$ cat src/rtl/phy_mdio_init.sv
// phy_mdio_init: power-up sequencer for an RGMII Ethernet PHY.
//
// Holds the PHY in hardware reset, releases it, waits for the PHY to settle, then
// shifts a fixed table of Clause-22 MDIO write frames out on MDC/MDIO. When the last
// frame is sent, phy_init_done goes high and stays high; it gates the Ethernet core
// reset downstream. Write-only: there is no turnaround read and no MDIO input.
//
// Ports
//   clock          in   system clock
//   reset          in   asynchronous active-high reset
//   restart        in   1-clock pulse; reruns the whole sequence, honoured only in DONE
//   phy_resetn     out  PHY hardware reset, active low
//   mdio_scl       out  MDC
//   mdio_sda       out  MDIO data, always driven, idles high
//   phy_init_done  out  level, high once every table entry has been written
//
// All outputs come straight from flops.

module phy_mdio_init #(
  parameter int unsigned RESET_CYCLES      = 250000,
  parameter int unsigned POST_RESET_CYCLES = 2500000,
  parameter int unsigned MDC_DIV           = 16,
  parameter int unsigned IDLE_BITS         = 8,
  parameter logic [4:0]  PHY_ADDR          = 5'd0,
  parameter int unsigned NUM_WRITES        = 2,
  // Packed {REGAD[4:0], DATA[15:0]} per entry, entry 0 in the LSBs.
  parameter logic [NUM_WRITES*21-1:0] INIT_TABLE = {21'h0_1140, 21'h1F_0000}
) (
  input  logic clock,
  input  logic reset,
  input  logic restart,
  output logic phy_resetn,
  output logic mdio_scl,
  output logic mdio_sda,
  output logic phy_init_done
);

  localparam int unsigned BitClks = 2 * MDC_DIV;
  localparam int unsigned GapClks = IDLE_BITS * BitClks;

  // One shared counter covers every timed phase, so size it for the longest one.
  localparam int unsigned MaxA    = (RESET_CYCLES > POST_RESET_CYCLES) ?
                                    RESET_CYCLES : POST_RESET_CYCLES;
  localparam int unsigned MaxB    = (GapClks > BitClks) ? GapClks : BitClks;
  localparam int unsigned CntMax  = (MaxA > MaxB) ? MaxA : MaxB;
  localparam int unsigned CntW    = $clog2(CntMax + 1);

  localparam logic [CntW-1:0] RstLast  = CntW'(RESET_CYCLES - 1);
  localparam logic [CntW-1:0] WaitLast = CntW'(POST_RESET_CYCLES - 1);
  localparam logic [CntW-1:0] HighAt   = CntW'(MDC_DIV - 1);
  localparam logic [CntW-1:0] BitLast  = CntW'(BitClks - 1);
  localparam logic [CntW-1:0] GapLast  = (GapClks == 0) ? '0 : CntW'(GapClks - 1);
  localparam logic [2:0]      LastEntry = 3'(NUM_WRITES - 1);

  // Padded to the 8-entry maximum so any 3-bit entry index stays in range.
  localparam logic [8*21-1:0] TablePad = (8 * 21)'(INIT_TABLE);

  typedef enum logic [2:0] {
    StRstHold,
    StRstWait,
    StShift,
    StGap,
    StDone
  } state_e;

  state_e          state_q, state_d;
  logic [CntW-1:0] cnt_q, cnt_d;
  logic [5:0]      bit_q, bit_d;
  logic [2:0]      entry_q, entry_d;
  logic [63:0]     sh_q, sh_d;
  logic            resetn_q, resetn_d;
  logic            scl_q, scl_d;
  logic            done_q, done_d;

  logic [20:0]     entry_w;
  logic [63:0]     frame_w;

  // Frame for the current entry: preamble, ST=01, OP=01 (write), PHYAD, REGAD, TA=10, DATA.
  always_comb begin
    entry_w = TablePad[8'(entry_q) * 8'd21 +: 21];
    frame_w = {32'hFFFF_FFFF, 2'b01, 2'b01, PHY_ADDR, entry_w[20:16], 2'b10, entry_w[15:0]};
  end

  always_comb begin
    state_d  = state_q;
    cnt_d    = cnt_q;
    bit_d    = bit_q;
    entry_d  = entry_q;
    sh_d     = sh_q;
    resetn_d = resetn_q;
    scl_d    = scl_q;
    done_d   = done_q;

    unique case (state_q)
      StRstHold: begin
        resetn_d = 1'b0;
        scl_d    = 1'b0;
        sh_d     = '1;
        done_d   = 1'b0;
        entry_d  = '0;
        if (cnt_q == RstLast) begin
          cnt_d    = '0;
          resetn_d = 1'b1;
          state_d  = StRstWait;
        end else begin
          cnt_d = cnt_q + CntW'(1);
        end
      end

      StRstWait: begin
        if (cnt_q == WaitLast) begin
          cnt_d   = '0;
          bit_d   = '0;
          sh_d    = frame_w;
          state_d = StShift;
        end else begin
          cnt_d = cnt_q + CntW'(1);
        end
      end

      StShift: begin
        cnt_d = cnt_q + CntW'(1);
        if (cnt_q == HighAt) begin
          scl_d = 1'b1;
        end
        // End of a bit time: MDC drops and the next bit is presented in the same clock,
        // so MDIO is stable for the whole high phase. Ones shift in, leaving MDIO idle high.
        if (cnt_q == BitLast) begin
          cnt_d = '0;
          scl_d = 1'b0;
          sh_d  = {sh_q[62:0], 1'b1};
          if (bit_q == 6'd63) begin
            if (entry_q == LastEntry) begin
              done_d  = 1'b1;
              state_d = StDone;
            end else begin
              entry_d = entry_q + 3'd1;
              state_d = StGap;
            end
          end else begin
            bit_d = bit_q + 6'd1;
          end
        end
      end

      StGap: begin
        if (cnt_q == GapLast) begin
          cnt_d   = '0;
          bit_d   = '0;
          sh_d    = frame_w;
          state_d = StShift;
        end else begin
          cnt_d = cnt_q + CntW'(1);
        end
      end

      StDone: begin
        if (restart) begin
          cnt_d    = '0;
          entry_d  = '0;
          resetn_d = 1'b0;
          done_d   = 1'b0;
          state_d  = StRstHold;
        end
      end

      default: begin
        cnt_d    = '0;
        resetn_d = 1'b0;
        done_d   = 1'b0;
        state_d  = StRstHold;
      end
    endcase
  end

  always_ff @(posedge clock or posedge reset) begin
    if (reset) begin
      state_q  <= StRstHold;
      cnt_q    <= '0;
      bit_q    <= '0;
      entry_q  <= '0;
      sh_q     <= '1;
      resetn_q <= 1'b0;
      scl_q    <= 1'b0;
      done_q   <= 1'b0;
    end else begin
      state_q  <= state_d;
      cnt_q    <= cnt_d;
      bit_q    <= bit_d;
      entry_q  <= entry_d;
      sh_q     <= sh_d;
      resetn_q <= resetn_d;
      scl_q    <= scl_d;
      done_q   <= done_d;
    end
  end

  assign phy_resetn    = resetn_q;
  assign mdio_scl      = scl_q;
  assign mdio_sda      = sh_q[63];
  assign phy_init_done = done_q;

endmodule

$ cat config.mk
export PLATFORM = sky130hd
export DESIGN_NAME = phy_mdio_init
export DESIGN_NICKNAME = d
export VERILOG_FILES = /design/src/rtl/phy_mdio_init.sv
export SDC_FILE = /design/constraint.sdc
export NUM_CORES = 1
export LEC_CHECK = 0
export ABC_CLOCK_PERIOD_IN_PS = 3200
export BUFFER_PORTS_ARGS = -buffer_cell sky130_fd_sc_hd__buf_2
export CAP_MARGIN = 10
export CELL_PAD_IN_SITES_DETAIL_PLACEMENT = 0
export CELL_PAD_IN_SITES_GLOBAL_PLACEMENT = 1
export CORE_AREA = 2 2 109 111
export DETAILED_ROUTE_END_ITERATION = 7
export DIE_AREA = 0 0 111 113
export GPL_TIMING_DRIVEN = 0
export PLACE_DENSITY_LB_ADDON = 0.1
export SLEW_MARGIN = 20
export SYNTH_ARGS = -nofsm -noshare
export SYNTH_HDL_FRONTEND = slang
export SYNTH_SLANG_ARGS = --single-unit
$ cat constraint.sdc
create_clock -name clock -period 3.2 [get_ports clock]
set_input_delay 0.64 -clock clock [delete_from_list [all_inputs] [get_ports clock]]
set_output_delay 0.64 -clock clock [all_outputs]
set_load 0.005 [all_outputs]
==> results.cfg, run 1 <==
[drt]
top_layer = met4
met2WireLength_um = 5268
met3WireLength_um = 301
routed-via-count = 3944
drt_iter0_drc = 270
drt_first_pass_iters = 4
drc = 0
viasPerCell = 5.532
drtAntennaViolNets = 0
met1_length_um = 5415
routed_wl_um = 11120
wire_per_inst_um = 15.59

[timing]
hold_viol = 0
drv_slew = 0
period_share_pct = 92.50
fin_skew_ps = 7.844
finalSetupTns_ps = 0
tightest_slew_ps = 770.6
rsz0062_at_grt = false
finalSetupViolations = 0
max_slew_margin_pct = 48.23
worst_slack_ps = 239.9
fmax_mhz = 337.8
fin_crit_ps = 2960

[placement]
pre_cts_ws_ps = 235.7
place.gp.congestion = 0.7945
port_buffers = 6
dp_hpwl_um = 7488
dp_cells = 697

[clocking]
clk_latency_ps = 350
clockBufferDepth = 2
cts_made_buffers = 9
cts_sinks = 101
root_buffer = clkbuf_16
path_clk_slew_ps = 70
postCtsSetupBuffers = 0
cts.repair.resized = 0
cts_tree = built
hold_buffers = 0
ctsHtreeMaxLevel = 3

[cells_and_area]
antenna_cells = 0
multi_input_comb_area_sq_um = 2126
finalNonFillerCells = 713
seq_area_sq_um = 2608
utilization_pct = 48.35
drive_above_1_share_pct = 19.12
areaGrowthSynthToFinish_pct = 10.36
fill_cells = 1094
nNetsFinal = 573

[floorplanning]
pin_count = 7
initial_core_util_pct = 43.81
fp.dieW_um = 111
die_y_um = 113
coreArea_sq_um = 11270
rows = 39
fp.dieArea_sq_um = 12540

[setup_path]
startpoint_type = register
worstSetupEndpointType = register
reg2reg_from = cnt_q[15]
crit_path_cell_trace = clkbuf_1, or4_1, nor4_2, a21oi_1, a211oi_4, buf_6, nor2_1, a211o_1
cp_data_required_time_ps = 3430
critPathSlowestCell = or4_1
cp_max_fo = 10
slowest_delay_ps = 600
startpoint = cnt_q[15]
critPathArrivalTime_ps = 3190
critPathKind = register to register

[pwr]
ir_drop_uv = 479.4
leakagePower_uw = 0.002254
power_density_nw_per_um2 = 430.5

[yosys]
synth_nets = 555
yosysSeqAreaShare_pct = 52.80
synth_top_flop_cell = dfstp_2
synthesis.area_sq_um = 4938
synth_edf_count = 0
synth_warnings = 0
ys_ff_latch = 101
synthDistinctLibCells = 49
avgSynthCellArea_sq_um = 9.028
async_flop_share_pct = 100.0
synth_cells = 547

[global_routing]
antenna_found_initial = 0
grt_pass1_wl_um = 19280
grt_max_degree = 78
grt_pass1_vias = 3792
overflow = 0
grt_usage_pct = 19.09

[min_path]
hold_path_class = input port to asynchronous set/reset pin

[run]
cap_violations = 0

[outcome]
status = complete, no violations
## metal layers
layer  track usage (%)  up-vias
li1                  -     1933
met1             24.96     1953
met2             31.94       49
met3             5.196        9
met4             4.583        0
met5                 0        -
## registers in the layout, indices dropped and copies added (netlist names)
name           cells
sh_q              64
cnt_q             22
bit_q              6
entry_q            3
state_q            3
mdio_scl           1
phy_init_done      1
phy_resetn         1
## logic make-up (layout without fill, tap and decap cells)
kind of cell,Yosys count,in the layout,share of synthesized area [%]
DFF,101,101,52.80
and+or+nand+nor,248,248,23.00
adders and majority gates,5,5,1.267
muxes,2,2,0.4054
buffers and inverters,46,69,4.155
xor gates and xnor gates,6,6,1.064
AOI/OAI and AO/OA,139,139,17.30
## cell usage in the layout, fill, tap and decap left out, types with 6 or more instances in the layout
cell type and instances:
buf_2 11, o31ai_1 26, clkbuf_1 32, o21ai_0 61, a21oi_1 13, dfrtp_1 37
nor2_1 74, nand2_1 96, nor4_1 9, o21ai_1 9, nor3_1 15, dfstp_2 64
nand4_1 6, nand3_1 11, a21o_1 10, clkbuf_16 9, inv_1 7
## metrics by stage
stage	total power, uW	instance area [sq um]	hold slack [ps]
after floorplan	1319	4938	451.0
after global placement	1328	5147	458.2
after detailed placement	1334	5180	460.0
after CTS	2389	5450	238.3
after global routing	2450	5450	243.3
final	2346	5450	237.4
## worst max-delay path, delay by kind of cell (launching register included)
kind / cells / cell delay, ps
buffers and inverters: 2 / 430
AO/OA/AOI/OAI: 3 / 1060
flip-flops: 1 / 360
AND/OR/NAND/NOR: 3 / 990
## final timing paths
check	cells past startpoint	end	slack, ps
max in group asynchronous	3	sh_q[53]	2280
max	8	cnt_q[15]	240
min	2	mdio_scl	240
max reg2reg	8	cnt_q[15]	240
min in group clock	2	sh_q[10]	470
min reg2reg	2	sh_q[10]	470
## report_power, final
group / internal, uW / total [uW] / switching [uW] / leakage (uW)
clock network: 553 / 1040 / 483 / 0.000135
registers: 1280 / 1280 / 0 / 0.00111
logic: 4.78 / 30.1 / 25.3 / 0.00100
total: 1840 / 2350 / 508 / 0.00225
## Yosys cell counts, types with 3 or more instances
cell type / number / area [sq um]
a21o_1: 10 / 75.07
ha_1: 5 / 62.56
a21oi_1: 13 / 65.06
nand3_1: 11 / 55.05
o21ai_0: 61 / 305.3
nor4_1: 9 / 56.30
nor2_1: 74 / 277.8
nor2_2: 3 / 18.77
nand2_1: 96 / 360.4
dfrtp_1: 37 / 925.9
a31oi_1: 5 / 31.28
clkbuf_1: 29 / 108.9
nand4_1: 6 / 37.54
nor2b_1: 3 / 18.77
o211ai_1: 3 / 22.52
o21ai_1: 9 / 45.04
xnor2_1: 5 / 43.79
dfstp_2: 64 / 1682
and3_1: 4 / 25.02
nor3b_1: 3 / 22.52
nor3_1: 15 / 75.07
buf_6: 3 / 33.78
o31ai_1: 26 / 195.2
a211o_1: 5 / 43.79
or3_1: 5 / 31.28
buf_2: 5 / 25.02
inv_1: 8 / 30.03
## final cells by class
cell class              count  share of cell area [%]
plain buffers              38                   3.214
multi-input cells         400                   39.00
repair buffers              7                   1.056
inverters                   8                  0.6428
well taps                 143                   3.283
flip-flops and latches    101                   47.84
clock buffers              13                   4.591
clock inverters             3                  0.3673
Note: power is estimated with default switching activity, not from simulation.
==> inputs of run 2 (changes only) <==
--- a/config.mk
+++ b/config.mk
@@ -16,3 +16,3 @@
 export GPL_TIMING_DRIVEN = 0
-export PLACE_DENSITY_LB_ADDON = 0.1
+export PLACE_DENSITY_LB_ADDON = 0.12
 export SLEW_MARGIN = 20
==> constraint.sdc (replaced) <==
create_clock -name clock -period 3.2 [get_ports clock]
set_input_delay 0.32 -clock clock [delete_from_list [all_inputs] [get_ports clock]]
set_output_delay 0.32 -clock clock [all_outputs]
set_load 0.005 [all_outputs]
==> run 2 against run 1 <==
Net effect:
- sequential share of layout area about the same
- total power is 1.6% lower
- register-to-register slack is essentially flat
- wire length increased by 0.93%
- final cell count up 0.14%
- non-clock buffer count grew 1
- critical endpoint unchanged
- largest power group unchanged
==> results.cfg, run 2 (synthesis gave the netlist of run 1 again) <==
[outcome]
status = complete, no violations

[timing]
fmax_mhz = 338.1
finalSetupViolations = 0
period_share_pct = 92.42
max_slew_margin_pct = 47.56
tightest_slew_ps = 780.6
fin_crit_ps = 2958
drv_slew = 0
fin_skew_ps = 8.456
worst_slack_ps = 242.5
rsz0062_at_grt = false
hold_viol = 0

[floorplanning]
fp.dieW_um = 111
pin_count = 7
rows = 39
initial_core_util_pct = 43.81
fp.dieArea_sq_um = 12540
coreArea_sq_um = 11270
die_y_um = 113

[clocking]
cts_made_buffers = 9
clockBufferDepth = 2
path_clk_slew_ps = 60
postCtsSetupBuffers = 0
clk_latency_ps = 350
cts_tree = built
root_buffer = clkbuf_16
ctsHtreeMaxLevel = 3
cts_sinks = 101

[drt]
routed_wl_um = 11220
wire_per_inst_um = 15.71
drt_iter0_drc = 338
drc = 0
routed-via-count = 3902
viasPerCell = 5.465
drt_first_pass_iters = 4
drtAntennaViolNets = 0

[setup_path]
worstSetupEndpointType = register
critPathArrivalTime_ps = 3190
cp_max_fo = 10
cp_data_required_time_ps = 3430
startpoint_type = register
critPathKind = register to register

[placement]
pre_cts_ws_ps = 217.1
dp_hpwl_um = 7633
port_buffers = 6
placed_area_sq_um = 5180
place.gp.congestion = 0.8394

[global_routing]
antenna_found_initial = 0
grt_pass1_vias = 3948
grt_max_degree = 77
grt_pass1_wl_um = 19660
grt_usage_pct = 19.28
overflow = 0

[cells_and_area]
nNetsFinal = 574
areaGrowthSynthToFinish_pct = 10.34
final_cell_mix = nand2_1 (96), nor2_1 (74), dfstp_2 (64)
utilization_pct = 48.34
largest_reg_flops = 64
finish.instance_area_sq_um = 5449
antenna_cells = 0
reg_top3 = sh_q (64), cnt_q (22), bit_q (6)
final_common_cell = nand2_1
top_register = sh_q
fill_cells = 1099
drive_above_1_share_pct = 19.26

[pwr]
power_density_nw_per_um2 = 423.8
leakagePower_uw = 0.002257
ir_drop_uv = 570.1

[min_path]
hold_path_class = input port to register

[run]
cap_violations = 0
==> run 2: changes by cell type in the layout (fill, tap and decap cells not counted), sizes merged <==
cell | before | now
inv | 10 | 9
clkbuf | 42 | 40
clkinv | 1 | 4
dlygate4sd3 | 0 | 1
==> run 2: worst max-delay path, stage by stage (launching register included) <==
cell,delay [ps]
dfrtp_1,350
clkbuf_1,180
or4_1,590
nor4_2,340
a21oi_1,290
a211oi_4,560
buf_6,240
nor2_1,60
a211o_1,220
==> run 2: repair_timing <==
action	in CTS	in global routing
hold buffers	1	0
gates resized for setup	0	0
hold endpoints to repair	25	0
setup endpoints to repair	0	0
==> run 2: cell type report <==
type,count,area (sq um),share of cell area [%]
flip-flops and latches,101,2608,47.85
inverters,8,35.03,0.6429
clock buffers,11,232.7,4.271
multi-input cells,400,2126,39.01
repair buffers,8,67.56,1.240
well taps,143,178.9,3.284
clock inverters,5,26.28,0.4822
plain buffers,38,175.2,3.215
==> run 2: per-stage QoR <==
step / TNS (ps) / hold WS (ps) / power [uW] / cells
3_5_place_dp: 0 / 302.9 / 1334 / 697
4_1_cts: 0 / 336.5 / 2352 / 714
2_1_floorplan: 0 / 451.0 / 1319 / 547
5_1_grt: 0 / 384.8 / 2405 / 714
6_report: 0 / 349.0 / 2309 / 714
3_3_place_gp: -36370 / 458.3 / 1328 / 696
==> run 2: worst paths after layout <==
| path | from | end | slack (ps) | cells after the start |
|---|---|---|---|---|
| max in group asynchronous | reset | sh_q[47] | 2030 | 4 |
| hold reg to reg | sh_q[24] | sh_q[24] | 470 | 2 |
| hold / removal | restart | entry_q[2] | 350 | 4 |
| min in group asynchronous | reset | phy_resetn | 480 | 3 |
| setup reg to reg | cnt_q[15] | cnt_q[15] | 240 | 8 |
| setup / recovery | cnt_q[15] | cnt_q[15] | 240 | 8 |
==> run 2: power breakdown <==
part           switching [uW]  total (uW)  internal [uW]
combinational            25.4        31.0           5.57
clock                     474         998            523
sequential                  0        1280           1280
==> run 2: layer usage <==
metal / track usage (%) / wire [um]
met5: 0 / 0
met4: 5.167 / 152
met3: 5.303 / 344
met2: 32.35 / 5379
met1: 24.85 / 5341
